<file path="config.mk">
export PLATFORM = sky130hd
export DESIGN_NAME = sat_alu_pipe
export DESIGN_NICKNAME = d
export VERILOG_FILES = /design/src/rtl/sat_alu_pkg.sv /design/src/rtl/sat_alu_core.sv /design/src/rtl/sat_alu_pipe.sv
export SDC_FILE = /design/constraint.sdc
export NUM_CORES = 1
export LEC_CHECK = 0
export ABC_AREA = 1
export CAP_MARGIN = 10
export CORE_UTILIZATION = 49
export DETAILED_ROUTE_END_ITERATION = 12
export PLACE_DENSITY = 0.74
export SYNTH_ARGS = -nofsm -noshare
export SYNTH_HDL_FRONTEND = slang
export SYNTH_SLANG_ARGS = --single-unit
</file>
<file path="constraint.sdc">
create_clock -name clk -period 1.6 [get_ports clk]
set_input_delay 0.32 -clock clk [delete_from_list [all_inputs] [get_ports clk]]
set_output_delay 0.32 -clock clk [all_outputs]
set_load 0.01 [all_outputs]
</file>
<file path="src/rtl/sat_alu_pkg.sv">
// Shared operation encoding and signed-extreme helpers for the saturating ALU pipeline.
package sat_alu_pkg;

    typedef enum logic [1:0] {
        OP_ADD  = 2'b00,
        OP_SUB  = 2'b01,
        OP_LTU  = 2'b10,
        OP_PASS = 2'b11
    } op_e;

    localparam int MAX_W = 64;

    // Bit patterns 0111...1 and 1000...0 for a w-bit two's-complement value.
    function automatic logic [MAX_W-1:0] signed_max(input int w);
        return (MAX_W'(1) << (w - 1)) - MAX_W'(1);
    endfunction

    function automatic logic [MAX_W-1:0] signed_min(input int w);
        return MAX_W'(1) << (w - 1);
    endfunction

endpackage

</file>
<file path="src/rtl/sat_alu_core.sv">
// Combinational ALU: signed add/sub with overflow detect, unsigned less-than, pass-through.
// Define SAT_ALU_SATURATE_EN to clamp overflowing results to the signed extreme instead of wrapping.
module sat_alu_core
    import sat_alu_pkg::*;
#(
    parameter int WIDTH = 8
) (
    input  op_e              op,
    input  logic [WIDTH-1:0] a,
    input  logic [WIDTH-1:0] b,
    output logic [WIDTH-1:0] y,
    output logic             overflow
);

`ifdef SAT_ALU_SATURATE_EN
    localparam logic [WIDTH-1:0] SMAX = WIDTH'(signed_max(WIDTH));
    localparam logic [WIDTH-1:0] SMIN = WIDTH'(signed_min(WIDTH));
`endif

    logic [WIDTH-1:0] sum;
    logic [WIDTH-1:0] diff;

    assign sum  = a + b;
    assign diff = a - b;

    // NOTE: every output gets a default first so no path through the case can infer a latch.
    always_comb begin
        y        = a;
        overflow = 1'b0;
        case (op)
            OP_ADD: begin
                y        = sum;
                overflow = (a[WIDTH-1] == b[WIDTH-1]) && (sum[WIDTH-1] != a[WIDTH-1]);
            end
            OP_SUB: begin
                y        = diff;
                overflow = (a[WIDTH-1] != b[WIDTH-1]) && (diff[WIDTH-1] != a[WIDTH-1]);
            end
            OP_LTU:  y = {{(WIDTH-1){1'b0}}, (a < b)};
            default: y = a;
        endcase
`ifdef SAT_ALU_SATURATE_EN
        // On signed overflow the true result always carries the sign of a.
        if (overflow) begin
            y = a[WIDTH-1] ? SMIN : SMAX;
        end
`endif
    end

endmodule

</file>
<file path="src/rtl/sat_alu_pipe.sv">
// Two-stage valid/ready pipelined saturating ALU with a saturating overflow-event counter.
// Result clamping is enabled by defining SAT_ALU_SATURATE_EN (see sat_alu_core).
module sat_alu_pipe
    import sat_alu_pkg::*;
#(
    parameter int WIDTH = 8,
    parameter int CNT_W = 16
) (
    input  logic             clk,
    input  logic             rst,
    input  logic             in_valid,
    output logic             in_ready,
    input  logic [1:0]       op,
    input  logic [WIDTH-1:0] a,
    input  logic [WIDTH-1:0] b,
    output logic             out_valid,
    input  logic             out_ready,
    output logic [WIDTH-1:0] y,
    output logic             overflow,
    input  logic             cnt_clr,
    output logic [CNT_W-1:0] ovf_count
);

    localparam logic [CNT_W-1:0] CNT_MAX = '1;

    logic             s1_valid_q, s1_valid_d;
    op_e              s1_op_q, s1_op_d;
    logic [WIDTH-1:0] s1_a_q, s1_a_d;
    logic [WIDTH-1:0] s1_b_q, s1_b_d;
    logic             out_valid_q, out_valid_d;
    logic [WIDTH-1:0] y_q, y_d;
    logic             overflow_q, overflow_d;
    logic [CNT_W-1:0] ovf_count_q, ovf_count_d;

    logic             s2_load;
    logic             in_fire;
    logic             out_fire;
    logic [WIDTH-1:0] core_y;
    logic             core_ovf;

    sat_alu_core #(.WIDTH(WIDTH)) u_core (
        .op       (s1_op_q),
        .a        (s1_a_q),
        .b        (s1_b_q),
        .y        (core_y),
        .overflow (core_ovf)
    );

    // in_ready looks only at state and out_ready, never at in_valid.
    assign s2_load  = s1_valid_q && (!out_valid_q || out_ready);
    assign in_ready = !s1_valid_q || s2_load;
    assign in_fire  = in_valid && in_ready;
    assign out_fire = out_valid_q && out_ready;

    always_comb begin
        s1_valid_d  = s1_valid_q;
        s1_op_d     = s1_op_q;
        s1_a_d      = s1_a_q;
        s1_b_d      = s1_b_q;
        out_valid_d = out_valid_q;
        y_d         = y_q;
        overflow_d  = overflow_q;
        ovf_count_d = ovf_count_q;

        if (in_fire) begin
            s1_valid_d = 1'b1;
            s1_op_d    = op_e'(op);
            s1_a_d     = a;
            s1_b_d     = b;
        end else if (s2_load) begin
            s1_valid_d = 1'b0;
        end

        if (s2_load) begin
            out_valid_d = 1'b1;
            y_d         = core_y;
            overflow_d  = core_ovf;
        end else if (out_fire) begin
            out_valid_d = 1'b0;
        end

        if (cnt_clr) begin
            ovf_count_d = '0;
        end else if (out_fire && overflow_q && (ovf_count_q != CNT_MAX)) begin
            ovf_count_d = ovf_count_q + 1'b1;
        end
    end

    // NOTE: state uses non-blocking assignments so every flop samples pre-edge values.
    // NOTE: datapath registers are reset too, so y reads 0 after reset rather than stale data.
    always_ff @(posedge clk or posedge rst) begin
        if (rst) begin
            s1_valid_q  <= 1'b0;
            s1_op_q     <= OP_ADD;
            s1_a_q      <= '0;
            s1_b_q      <= '0;
            out_valid_q <= 1'b0;
            y_q         <= '0;
            overflow_q  <= 1'b0;
            ovf_count_q <= '0;
        end else begin
            s1_valid_q  <= s1_valid_d;
            s1_op_q     <= s1_op_d;
            s1_a_q      <= s1_a_d;
            s1_b_q      <= s1_b_d;
            out_valid_q <= out_valid_d;
            y_q         <= y_d;
            overflow_q  <= overflow_d;
            ovf_count_q <= ovf_count_d;
        end
    end

    assign out_valid = out_valid_q;
    assign y         = y_q;
    assign overflow  = overflow_q;
    assign ovf_count = ovf_count_q;

endmodule

</file>
## After elaboration in Yosys (flattened, before gate mapping)

Cells that the tools add are included.

- Word-level logic and storage cells: 42
- ROM bits: 0
- Output and inout port bits: 27
- Input port bits: 23
- Register bits after elaboration: 45
- Memories kept: 0
- Bits in latches: 0
- RAM bits: 0

- Eq/ne operators: 7
- Multiplexer cells: 8
- Bitwise logic cells: 0
- $add $sub $neg: 3
- Reductions and logical operators: 15
- Order comparisons: 1
- Multipliers: 0
- Shift-type cells: 0
- Div/mod/pow operators: 0

Operators with widths:

| kind | count |
|---|---|
| 2-to-1 mux 16 bit | 2 |
| case mux 8 bit (3 select lines) | 1 |
| adder 16 x 1 -> 16 bit (second input constant) | 1 |
| != test 16 bit (second input constant) | 1 |
| adder 8 bit | 1 |
| less-than comparator 8 bit | 1 |
| subtractor 8 bit | 1 |
| logical AND 1 bit | 7 |
| nonzero test 2 bit | 3 |
| 2-to-1 mux 1 bit | 4 |
| != test 1 bit | 3 |
| equality test 2 x 1 -> 1 bit (second input constant) | 1 |
| equality test 2 bit (second input constant) | 1 |
| logical NOT 1 bit | 2 |
| logical NOT 2 bit | 1 |
| logical OR 1 bit | 2 |
| case mux 1 bit (2 select lines) | 1 |
| equality test 1 bit | 1 |

## Longest topological paths before layout

Gate-level depths: netlist of the first run.

- Depth in word-level cells: 6
- Gate-level depth with buffers: 14
- Depth with buffers taken out: 13

## Modules after synthesis

Synthesis of the first run repeated with hierarchy kept, for this count alone.

- Cell total of the unflattened synthesis: 401
- Area total of the unflattened synthesis: 3116.7 um^2

Modules (own cells, without submodules):

| module | cells an instance | area an instance (um^2) | times used |
|---|---|---|---|
| sat_alu_pipe | 219 | 2144.6 | 1 |
| sat_alu_core | 182 | 972.2 | 1 |

## Worst setup path after synthesis of the first run

Ideal clock, no wire load.

- Path type: register -> register
- Start: reg s1_a_q[4]
- End: reg overflow_q (netlist: overflow)
- Library setup time: 117 ps
- Required time: 1483 ps
- Buffers on the path: 1
- Arrival time: 1469 ps
- Slack: 15 ps
- Cell stages (with the launch flop): 12
- Clock period less this slack: 1585 ps
- Path through: dfrtp_1 ha_1 clkbuf_2 nor2_1 and2_1 nand2_1 nand2_1 nand2_1 nand3_1 nand2_1 nand2_1 nand2_1

- Word-level cells in the longest chain between the ends: 4
- Elaborated cells between the ends (all ways): 7
- Classes of those cells: add/sub: 2; eq/ne: 2; mux: 1; reduce/logical: 2

RTL lines:

| element | line | source |
|---|---|---|
| from (decl) | sat_alu_pipe.sv:28 | `logic [WIDTH-1:0] s1_a_q, s1_a_d;` |
| from (signal assigned) | sat_alu_pipe.sv:95 | `s1_a_q <= '0;` |
| from (signal assigned) | sat_alu_pipe.sv:104 | `s1_a_q <= s1_a_d;` |
| subtractor 8 bit or adder 8 bit (tied branches) | sat_alu_core.sv:24, sat_alu_core.sv:23 |  |
| != test 1 bit, on equally long branches | sat_alu_core.sv:37, sat_alu_core.sv:33 |  |
| logical AND 1 bit, on equally long branches | sat_alu_core.sv:37, sat_alu_core.sv:33 |  |
| case mux 1 bit (2 select lines) (*) | sat_alu_core.sv:30 | `case (op)` |
| to (signal assigned) | sat_alu_pipe.sv:108 | `overflow_q <= overflow_d;` |
| to (decl) | sat_alu_pipe.sv:32 | `logic overflow_q, overflow_d;` |

Every way passes the cells marked *; elsewhere a longest branch is shown, timed or not.
A chain may end at the register's enable or synchronous reset.

## Final worst setup path of the first run

- Start: reg s1_b_q[0]
- End: reg y_q[6] (netlist: y[6])

- Word-level cells in the longest chain between the ends: 2
- Elaborated cells between the ends (all ways): 3
- Classes of those cells: add/sub: 2; mux: 1

RTL lines:

| element | line | source |
|---|---|---|
| from (decl) | sat_alu_pipe.sv:29 | `logic [WIDTH-1:0] s1_b_q, s1_b_d;` |
| from (signal assigned) | sat_alu_pipe.sv:96 | `s1_b_q <= '0;` |
| from (signal assigned) | sat_alu_pipe.sv:105 | `s1_b_q <= s1_b_d;` |
| subtractor 8 bit or adder 8 bit (tied branches) | sat_alu_core.sv:24, sat_alu_core.sv:23 |  |
| case mux 8 bit (3 select lines) (*) | sat_alu_core.sv:30 |  |
| to (signal assigned) | sat_alu_pipe.sv:107 | `y_q <= y_d;` |
| to (decl) | sat_alu_pipe.sv:31 | `logic [WIDTH-1:0] y_q, y_d;` |

Marked as above.

==> results of run 1 <==
-- worst max-delay path: stages, from the launching register on --
cell,delay [ns]
dfrtp_2,0.45
ha_2,0.21
fa_2,0.38
nand4_1,0.13
nand3_2,0.11
nor2_2,0.12
nor2_1,0.05
nor2_1,0.09
nor2_1,0.04
-- state kept, by name, summed over array words and instances (netlist names) --
signal	cells
out_valid	1
overflow	1
ovf_count	16
s1_a_q	8
s1_b_q	8
s1_op_q	2
s1_valid_q	1
y	8
-- routing by layer --
metal	vias to the layer above	GRT usage	routed length, um
met5	-	0	0
met4	0	0.107	219
met3	25	0.0455	453
met2	139	0.470	4410
met1	1460	0.309	3410
li1	1530	-	-
-- logic make-up after synthesis --
group           synth area share
fa+ha+maj                 0.0843
flops                      0.376
compound gates             0.109
mux                       0.0263
buf+inv                   0.0864
simple gates               0.298
xor+xnor                  0.0205
-- how the worst max path moves through the flow --
stage,to,cells past startpoint,slack (ns)
3_5_place_dp,in_ready,4,-0.20
2_1_floorplan,overflow,11,0.01
6_report,y[6],8,-0.08
3_3_place_gp,in_ready,4,-0.18
5_1_grt,y[2],10,-0.21
4_1_cts,y[2],10,-0.04
-- cell usage after synthesis, drive strengths merged, types with 2 or more instances --
library cell / count / area share
nand3: 28 / 0.050
o31ai: 2 / 0.0050
nor3: 6 / 0.015
nand2: 98 / 0.13
nor2: 55 / 0.069
mux2: 7 / 0.026
xor2: 7 / 0.020
dfrtp: 45 / 0.38
nand4: 11 / 0.023
o21ai: 22 / 0.047
or2: 2 / 0.0042
ha: 17 / 0.071
buf: 5 / 0.010
clkbuf: 4 / 0.0058
a21oi: 31 / 0.052
fa: 2 / 0.013
inv: 56 / 0.070
-- power by group --
group	total (mW)	internal, mW	switching, mW
combinational	2.13	1.04	1.09
clock	0.728	0.343	0.385
sequential	1.45	1.31	0.135
-- layout make-up --
cell class / instances / area, um^2
clock buffers: 7 / 86.3
fillers: 415 / 1450
inverters: 56 / 220
multi-input cells: 293 / 1870
flip-flops and latches: 45 / 1130
well taps: 75 / 93.8
repair buffers: 118 / 1060
-- repair_timing --
| action | CTS | global route |
|---|---|---|
| buffers inserted | 8 | 8 |
| endpoints found under the setup margin | 30 | 32 |
| gates resized for setup | 46 | 53 |
| pin swaps | 6 | 19 |
-- metrics by stage --
| step | setup TNS (ns) | area [um^2] |
|---|---|---|
| after floorplan | 0 | 3000 |
| after global placement | -2.11 | 3960 |
| after detailed placement | -3.30 | 3960 |
| after CTS | -0.0868 | 4220 |
| after global routing | -1.78 | 4470 |
| final | -0.325 | 4470 |
==> reports/metrics.csv, run 1 <==
stage,metric,value,unit
status,status,finished with violations,
status,failing checks,negative setup slack,
global_route,largest net degree at the start of global routing,46,
sta,"crit path setup slack, layout",-0.0797,ns
route,detailed-route via count,3154,
sta,Fin. Hold Viols,0,
logic_synthesis,post-synthesis register bit count,45,
route,# DRC,0,
power_and_ir_drop,worst vdd ir,645,uV
finish,# diodes,0,
floorplanning,Die ar.,6430,um^2
finish,"Core Util, Final",0.755,
floorplanning,# IOs,50,
sta,Clock Skews,0.00699,ns
placed_design,Setup Slack @ Placement,-0.202,ns
setup_path,CP Max Fanout,3,
placed_design,Post-DP HPWL,5960,um
setup_path,slack of the worst reg-to-reg path,-0.08,ns
logic_synthesis,Synth Warn #,0,
clock_network,CTS Buf Count,5,
logic_synthesis,syn avg cell area,7.44,um^2
sta,minimum clock period,1.68,ns
power_and_ir_drop,PwrDens,964,nW/um^2
logic_synthesis,"Distinct cells, synth",31,
global_route,GRT Overall Usage,0.263,
sta,RSZ-0062 raised after global routing,true,
sta,Slew HR,0.796,
clock_network,root buffer cell,clkbuf_8,
clock_network,TritonCTS clock tree,done,
finish,"commonest non-fill, non-tap cell in the layout",nand2_1,
placed_design,gpl congestion,0.916,
global_route,initial antenna violation count,0,
setup_path,Crit Reg-Reg Endpoint,y[6],
global_route,GR Overflow Total,0,
setup_path,crit path DAT,1.89,ns
clock_network,clk sink count,45,
sta,hold_ws,0.354,ns
setup_path,R2R cell count,8,
setup_path,"Req. time, crit path",1.81,ns
setup_path,CP Launch Type,flip-flop,
logic_synthesis,syn_nets,445,
power_and_ir_drop,Final Total Pwr,4.31,mW
route,final WL,8490,um
logic_synthesis,synthesized instance count,403,
floorplanning,core area,5920,um^2
setup_path,Critical Path Sink Type,flip-flop,
logic_synthesis,"Async S/R FF share, synth",1.00,
setup_path,worst reg2reg startpoint,s1_b_q[0],
placed_design,Inst Count DP,571,
worst_hold_path,HP Class,input pin to asynchronous set/reset pin,
clock_network,Skew-Pair Late Insertion Delay,0.30,ns
setup_path,crit path kind,flip-flop to flip-flop,
sta,fmax,595,MHz
global_route,vias in the first global route,2949,
route,Vias/cell,5.31,
floorplanning,Cell Rows,28,
run,Max Cap Viol,0,
sta,crit share post-route,1.05,
route,drt wl/cell,14.3,um
logic_synthesis,register area share after synthesis,0.376,
floorplanning,Die Y,80.2,um
route,initial drt markers,204,
floorplanning,Initial Utilization,0.506,
sta,worst-margin pin slew,0.305,ns
clock_network,CTS H-Tree Depth,2,
floorplanning,die width,80.2,um
global_route,first-pass GRT wire length,13100,um
route,Final ANT Viol Nets,0,
finish,"Area growth, synth to finish",49.1,%
clock_network,hold buffer count at CTS,0,
setup_path,crit path from,s1_b_q[0],
clock_network,clock transition at the registers of the reported paths,0.09,ns
sta,final setup vio count,8,
power_and_ir_drop,P_leak,2.24,nW
placed_design,Port-buffer cells,49,
logic_synthesis,synthesized area,3000,um^2
logic_synthesis,Post-synth EDFFs,0,
logic_synthesis,ys flop type,dfrtp_1,
sta,max-slew violations,0,
route,DR pass1 iterations,7,
finish,post-route insts no fill,594,
finish,most frequent cells in the layout,"81 x nand2_1, 61 x buf_4, 49 x nor2_1, 47 x inv_1, 40 x dfrtp_1",
clock_network,Max Buffers Root-to-Sink,2,
finish,fin nets,561,
finish,layout cell share with drive strength beyond 1,0.304,
Note: power is estimated with default switching activity, not from simulation.
==> run 2: changes to the inputs <==
--- a/config.mk
+++ b/config.mk
@@ -9,7 +9,7 @@
 export CAP_MARGIN = 10
 export CORE_UTILIZATION = 49
 export DETAILED_ROUTE_END_ITERATION = 12
-export PLACE_DENSITY = 0.74
+export PLACE_DENSITY = 0.82
 export SYNTH_ARGS = -nofsm -noshare
 export SYNTH_HDL_FRONTEND = slang
 export SYNTH_SLANG_ARGS = --single-unit
==> run 2 against run 1 <==
The run still ends with negative setup slack left. Core utilization fell by 0.61 points. Sequential share of layout area grew 0.12 points. Total power decreased by 2.4%. Via count up 2.0%. Sequential cell count did not move. Critical path depth fell by 7. Critical endpoint is now ovf_count[3]. Die area did not move.
==> reports/metrics.csv, run 2 (same netlist as run 1, synthesis figures left out) <==
stage,metric,value,unit,change
status,status,finished with violations,,
placed_design,Post-DP HPWL,5900,um,-1.0%
floorplanning,Initial Utilization,0.506,,unchanged
finish,most frequent cells in the layout,"81 x nand2_1, 64 x buf_4, 47 x nor2_1, 45 x inv_1, 43 x dfrtp_1",,
finish,fin nets,562,,+0.18%
setup_path,Critical Path Sink Type,output port,,
sta,hold_ws,0.348,ns,-0.00637 ns
finish,"Area growth, synth to finish",47.9,%,
global_route,vias in the first global route,3150,,+6.8%
sta,minimum clock period,1.68,ns,+0.00472 ns
clock_network,hold buffer count at CTS,0,,unchanged
finish,layout cell share with drive strength beyond 1,0.292,,-0.0127
global_route,GR Overflow Total,0,,unchanged
global_route,initial antenna violation count,0,,unchanged
sta,"crit path setup slack, layout",-0.0844,ns,-0.00472 ns
finish,"commonest non-fill, non-tap cell in the layout",nand2_1,,
route,drt wl/cell,14.4,um,+0.83%
route,# DRC,0,,unchanged
finish,"Design Area, Final",4430,um^2,-0.81%
sta,final setup vio count,10,,+2
worst_hold_path,HP Class,input pin to asynchronous set/reset pin,,
sta,Fin. Hold Viols,0,,unchanged
setup_path,"Req. time, crit path",1.28,ns,-0.53 ns
setup_path,worst reg2reg startpoint,s1_b_q[0],,
power_and_ir_drop,P_leak,2.26,nW,+0.79%
clock_network,Max Buffers Root-to-Sink,2,,unchanged
power_and_ir_drop,Internal Power,2.62,mW,-2.9%
clock_network,TritonCTS clock tree,done,,
status,failing checks,negative setup slack,,
global_route,first-pass GRT wire length,13900,um,+5.8%
route,detailed-route via count,3218,,+2.0%
placed_design,Post-DP Area,3890,um^2,-1.5%
placed_design,Port-buffer cells,49,,unchanged
setup_path,CP Launch Type,flip-flop,,
floorplanning,Cell Rows,28,,unchanged
floorplanning,Die ar.,6430,um^2,unchanged
clock_network,Skew-Pair Late Insertion Delay,0.31,ns,about the same
sta,Slew HR,0.790,,-0.00579
sta,Clock Skews,0.0127,ns,+0.00574 ns
floorplanning,core area,5920,um^2,unchanged
floorplanning,# IOs,50,,unchanged
setup_path,crit path DAT,1.36,ns,-0.53 ns
sta,worst-margin pin slew,0.314,ns,+0.00867 ns
power_and_ir_drop,Sw Ratio,0.377,,+0.00364
placed_design,gpl congestion,0.930,,+1.5%
power_and_ir_drop,switching power,1.59,mW,-1.4%
route,Vias/cell,5.40,,+1.7%
route,final WL,8590,um,+1.2%
power_and_ir_drop,clock power share,0.169,,about the same
clock_network,CTS Buf Count,5,,unchanged
setup_path,crit path from,ovf_count[3],,
setup_path,Critical Path Max Stage Delay,0.59,ns,+0.14 ns
floorplanning,Die Y,80.2,um,unchanged
setup_path,crit path kind,flip-flop to output port,,
finish,# diodes,0,,unchanged
global_route,largest net degree at the start of global routing,46,,unchanged
finish,post-route insts no fill,596,,+0.34%
global_route,GRT Overall Usage,0.279,,+0.0165
placed_design,Inst Count DP,563,,-1.4%
setup_path,Slowest cell on crit path,clkdlybuf4s50_1,,
power_and_ir_drop,combinational fraction of design power,0.487,,-0.008
finish,fillers,416,,+0.24%
clock_network,clk sink count,45,,unchanged
sta,setup TNS,-0.337,ns,-0.0116 ns
route,DR pass1 iterations,5,,-2
clock_network,root buffer cell,clkbuf_8,,
sta,max-slew violations,0,,unchanged
clock_network,clock transition at the registers of the reported paths,0.10,ns,about the same
sta,crit share post-route,1.05,,+0.00295
setup_path,CP cell instances,clkdlybuf4s50_1,,
power_and_ir_drop,worst vdd ir,611,uV,-5.2%
route,initial drt markers,195,,-4.4%
finish,max reg flops,16,,unchanged
sta,fmax,594,MHz,-0.28%
sta,RSZ-0062 raised after global routing,true,,
clock_network,CTS H-Tree Depth,2,,unchanged
setup_path,CP Max Fanout,5,,+2
route,Final ANT Viol Nets,0,,unchanged
power_and_ir_drop,PwrDens,949,nW/um^2,-1.6%
setup_path,crit-path leading delay family,buffers and inverters,,
run,Max Cap Viol,0,,unchanged
setup_path,Buffers & Inverters on Critical Path,1,,+1
power_and_ir_drop,Seq pwr share,0.344,,+0.009
floorplanning,die width,80.2,um,unchanged
## run 2: per-layer routing
layer | up-vias | track usage | share of wire
met5 | - | 0 | 0
met4 | 0 | 0.111 | 0.036
met3 | 42 | 0.0557 | 0.055
met2 | 148 | 0.511 | 0.52
met1 | 1496 | 0.316 | 0.39
li1 | 1532 | - | -
## run 2: power groups by stage
stage	logic, mW	clock network (mW)	registers (mW)
3_3_place_gp	1.62	0	1.44
5_1_grt	2.26	0.771	1.46
2_1_floorplan	0.873	0	1.48
3_5_place_dp	1.67	0	1.45
6_report	2.05	0.710	1.45
4_1_cts	1.85	0.723	1.44
## run 2: path summary, 6_finish.rpt
path                           endpoint  slack (ns)  depth (start not counted)
hold / removal                 overflow        0.35                          3
min in group clk                   y[2]        0.49                          2
max in group asynchronous  ovf_count[4]        1.03                          3
setup / recovery           ovf_count[3]       -0.08                          1
setup reg to reg                   y[4]       -0.05                          9
hold reg to reg                    y[2]        0.49                          2
## run 2: timing repair
| item | 4_1_cts | 5_1_grt |
|---|---|---|
| pin swaps | 7 | 16 |
| endpoints found under the setup margin | 33 | 36 |
| cloned | 0 | 0 |
| gates resized for setup | 44 | 40 |
| buffers inserted | 16 | 9 |
## run 2: cell type report
cell class,count,area [um^2],area share
clock buffers,5,68.8,0.0155
clock inverters,3,17.5,0.00395
inverters,56,215,0.0486
multi-input cells,293,1840,0.414
flip-flops and latches,45,1130,0.255
well taps,75,93.8,0.0212
repair buffers,119,1070,0.242
## run 2: stage by stage
stage / total power, mW / setup WS [ns] / utilization
2_1_floorplan: 2.36 / 0.0148 / -
3_3_place_gp: 3.07 / -0.175 / 0.658
3_5_place_dp: 3.12 / -0.223 / 0.658
4_1_cts: 4.01 / -0.0736 / 0.717
5_1_grt: 4.49 / -0.172 / 0.749
6_report: 4.21 / -0.0844 / 0.749
==> run 3: changes to the inputs <==
--- a/config.mk
+++ b/config.mk
@@ -7,9 +7,11 @@
 export LEC_CHECK = 0
 export ABC_AREA = 1
 export CAP_MARGIN = 10
-export CORE_UTILIZATION = 49
+export CELL_PAD_IN_SITES_DETAIL_PLACEMENT = 1
+export CELL_PAD_IN_SITES_GLOBAL_PLACEMENT = 2
+export CORE_UTILIZATION = 27
 export DETAILED_ROUTE_END_ITERATION = 12
-export PLACE_DENSITY = 0.82
+export PLACE_DENSITY = 0.8
 export SYNTH_ARGS = -nofsm -noshare
 export SYNTH_HDL_FRONTEND = slang
 export SYNTH_SLANG_ARGS = --single-unit
==> run 3 against run 2 <==
The flow still finishes with violations (negative setup slack). Count of clock-buffer cells in the layout increased by 2. Worst setup slack got worse by 0.048 ns. Critical path type is now flip-flop to flip-flop. Cell count increased by 14%. Largest power group unchanged.
==> reports/metrics.csv, run 3 (same netlist as run 1, synthesis figures left out) <==
stage,metric,value,unit,change
floorplanning,Die Y,107,um,+34%
power_and_ir_drop,worst vdd ir,464,uV,-24%
clock_network,Max Buffers Root-to-Sink,2,,unchanged
status,failing checks,negative setup slack,,
floorplanning,core area,10800,um^2,+83%
global_route,GR Overflow Total,0,,unchanged
setup_path,CP Max Fanout,3,,-2
placed_design,Post-DP HPWL,7510,um,+27%
sta,max-slew violations,0,,unchanged
setup_path,crit path kind,flip-flop to flip-flop,,
sta,RSZ-0062 raised after global routing,true,,
route,Vias/cell,4.69,,-13%
route,DR pass1 iterations,4,,-1
finish,fillers,1343,,+220%
sta,Clock Skews,0.00994,ns,-0.00279 ns
finish,fin nets,578,,+2.8%
placed_design,Setup Slack @ Placement,-0.271,ns,-0.0484 ns
setup_path,"Req. time, crit path",1.81,ns,+0.53 ns
finish,"Core Util, Final",0.433,,-0.315
clock_network,CTS H-Tree Depth,2,,unchanged
route,drt wl/cell,15.3,um,+6.2%
finish,post-route insts no fill,677,,+14%
sta,final setup vio count,7,,-3
global_route,first-pass GRT wire length,16600,um,+20%
power_and_ir_drop,PwrDens,967,nW/um^2,+1.9%
setup_path,Critical Path Sink Type,flip-flop,,
floorplanning,die width,107,um,+34%
finish,layout cell share with drive strength beyond 1,0.346,,+0.0546
floorplanning,Cell Rows,38,,+36%
power_and_ir_drop,Final Total Pwr,4.54,mW,+8.0%
global_route,vias in the first global route,3400,,+7.9%
global_route,largest net degree at the start of global routing,46,,unchanged
sta,Fin. Hold Viols,0,,unchanged
clock_network,clk sink count,45,,unchanged
floorplanning,# IOs,50,,unchanged
route,final WL,10400,um,+21%
clock_network,CTS Buf Count,5,,unchanged
finish,# diodes,0,,unchanged
clock_network,TritonCTS clock tree,done,,
sta,crit share post-route,1.08,,+0.0299
finish,most frequent cells in the layout,"78 x buf_4, 77 x nand2_1, 48 x inv_1, 43 x nor2_1, 41 x dfrtp_1",,
finish,"Area growth, synth to finish",56.8,%,
clock_network,root buffer cell,clkbuf_8,,
sta,worst-margin pin slew,0.400,ns,+0.0864 ns
setup_path,CP Launch Type,flip-flop,,
floorplanning,Initial Utilization,0.276,,-0.230
floorplanning,Die ar.,11500,um^2,+79%
status,status,finished with violations,,
placed_design,Inst Count DP,646,,+15%
clock_network,clock transition at the registers of the reported paths,0.10,ns,about the same
placed_design,Port-buffer cells,49,,unchanged
sta,minimum clock period,1.73,ns,+0.0479 ns
run,Max Cap Viol,0,,unchanged
route,detailed-route via count,3177,,-1.3%
sta,fmax,577,MHz,-2.8%
route,Final ANT Viol Nets,0,,unchanged
global_route,GRT Overall Usage,0.187,,-0.0919
clock_network,Skew-Pair Late Insertion Delay,0.31,ns,about the same
placed_design,gpl congestion,0.864,,-7.2%
setup_path,crit path DAT,1.94,ns,+0.58 ns
route,initial drt markers,132,,-32%
sta,Slew HR,0.732,,-0.0584
sta,hold_ws,0.358,ns,+0.0106 ns
finish,"commonest non-fill, non-tap cell in the layout",buf_4,,
sta,"crit path setup slack, layout",-0.132,ns,-0.0479 ns
power_and_ir_drop,P_leak,2.35,nW,+4.1%
route,# DRC,0,,unchanged
global_route,initial antenna violation count,0,,unchanged
worst_hold_path,HP Class,input pin to asynchronous set/reset pin,,
finish,max reg flops,16,,unchanged
-- run 3: cell types whose count changed in the layout (fill, tap and decap cells not counted), moves of 4 or more --
cell	previous run	this run
nor2_1	47	43
nand2_2	15	19
o21ai_0	9	3
nand2_1	81	77
buf_4	64	78
dlygate4sd2_1	3	8
clkdlybuf4s50_1	38	33
nand3_2	2	6
o21ai_1	5	10
a21oi_2	2	6
nor2_2	5	11
-- run 3: repair_timing --
item | in CTS | in global routing
endpoints found under the setup margin | 40 | 33
pin swaps | 14 | 18
setup buffers | 21 | 2
resized for setup | 73 | 41
endpoints found under the hold margin | 0 | 0
gates cloned | 0 | 0
hold buffers | 0 | 0
-- run 3: worst max-delay path: stages (launching register included) --
cell	delay, ns
dfrtp_1	0.42
inv_2	0.07
ha_4	0.16
fa_2	0.41
inv_2	0.10
buf_6	0.10
a21oi_2	0.04
o21ai_1	0.10
o211ai_1	0.10
o21ai_1	0.09
inv_1	0.05
-- run 3: final cells by class --
cell class	instances	area, um^2	area share
multi-input combinational	293	1870	0.399
timing repair buffer	135	1190	0.253
inverter	56	215	0.0458
sequential	45	1130	0.241
clock buffer	7	86.3	0.0184
clock inverter	1	30.0	0.00639
tap	140	175	0.0373
-- run 3: worst paths after layout --
| path | startpoint | end | slack (ns) | cells past startpoint |
|---|---|---|---|---|
| max | s1_a_q[0] | y[2] | -0.13 | 10 |
| min in group clk | y[2] | y[2] | 0.50 | 2 |
| max in group asynchronous | rst | s1_b_q[0] | 1.00 | 3 |
| min reg2reg | y[2] | y[2] | 0.50 | 2 |
| max reg2reg | s1_a_q[0] | y[2] | -0.13 | 10 |
| min | rst | ovf_count[5] | 0.36 | 3 |
-- run 3: through the flow --
| step | TNS (ns) | cell area (um^2) |
|---|---|---|
| 3_5_place_dp | -3.26 | 4110 |
| 6_report | -0.560 | 4700 |
| 4_1_cts | -0.805 | 4590 |
| 2_1_floorplan | 0 | 3000 |
| 3_3_place_gp | -2.81 | 4110 |
| 5_1_grt | -1.75 | 4700 |
-- run 3: report_power, final --
group	internal [mW]	total, mW	switching, mW
Combinational	1.04	2.15	1.11
Clock	0.511	0.949	0.439
Sequential	1.31	1.44	0.136
Total	2.86	4.54	1.68
-- run 3: routing by layer --
layer | global-route usage | up-vias | routed length, um
met1 | 0.233 | 1559 | 4780
met2 | 0.338 | 55 | 5130
met4 | 0.0470 | 0 | 123
met5 | 0 | - | 0
li1 | - | 1554 | -
met3 | 0.0260 | 9 | 335
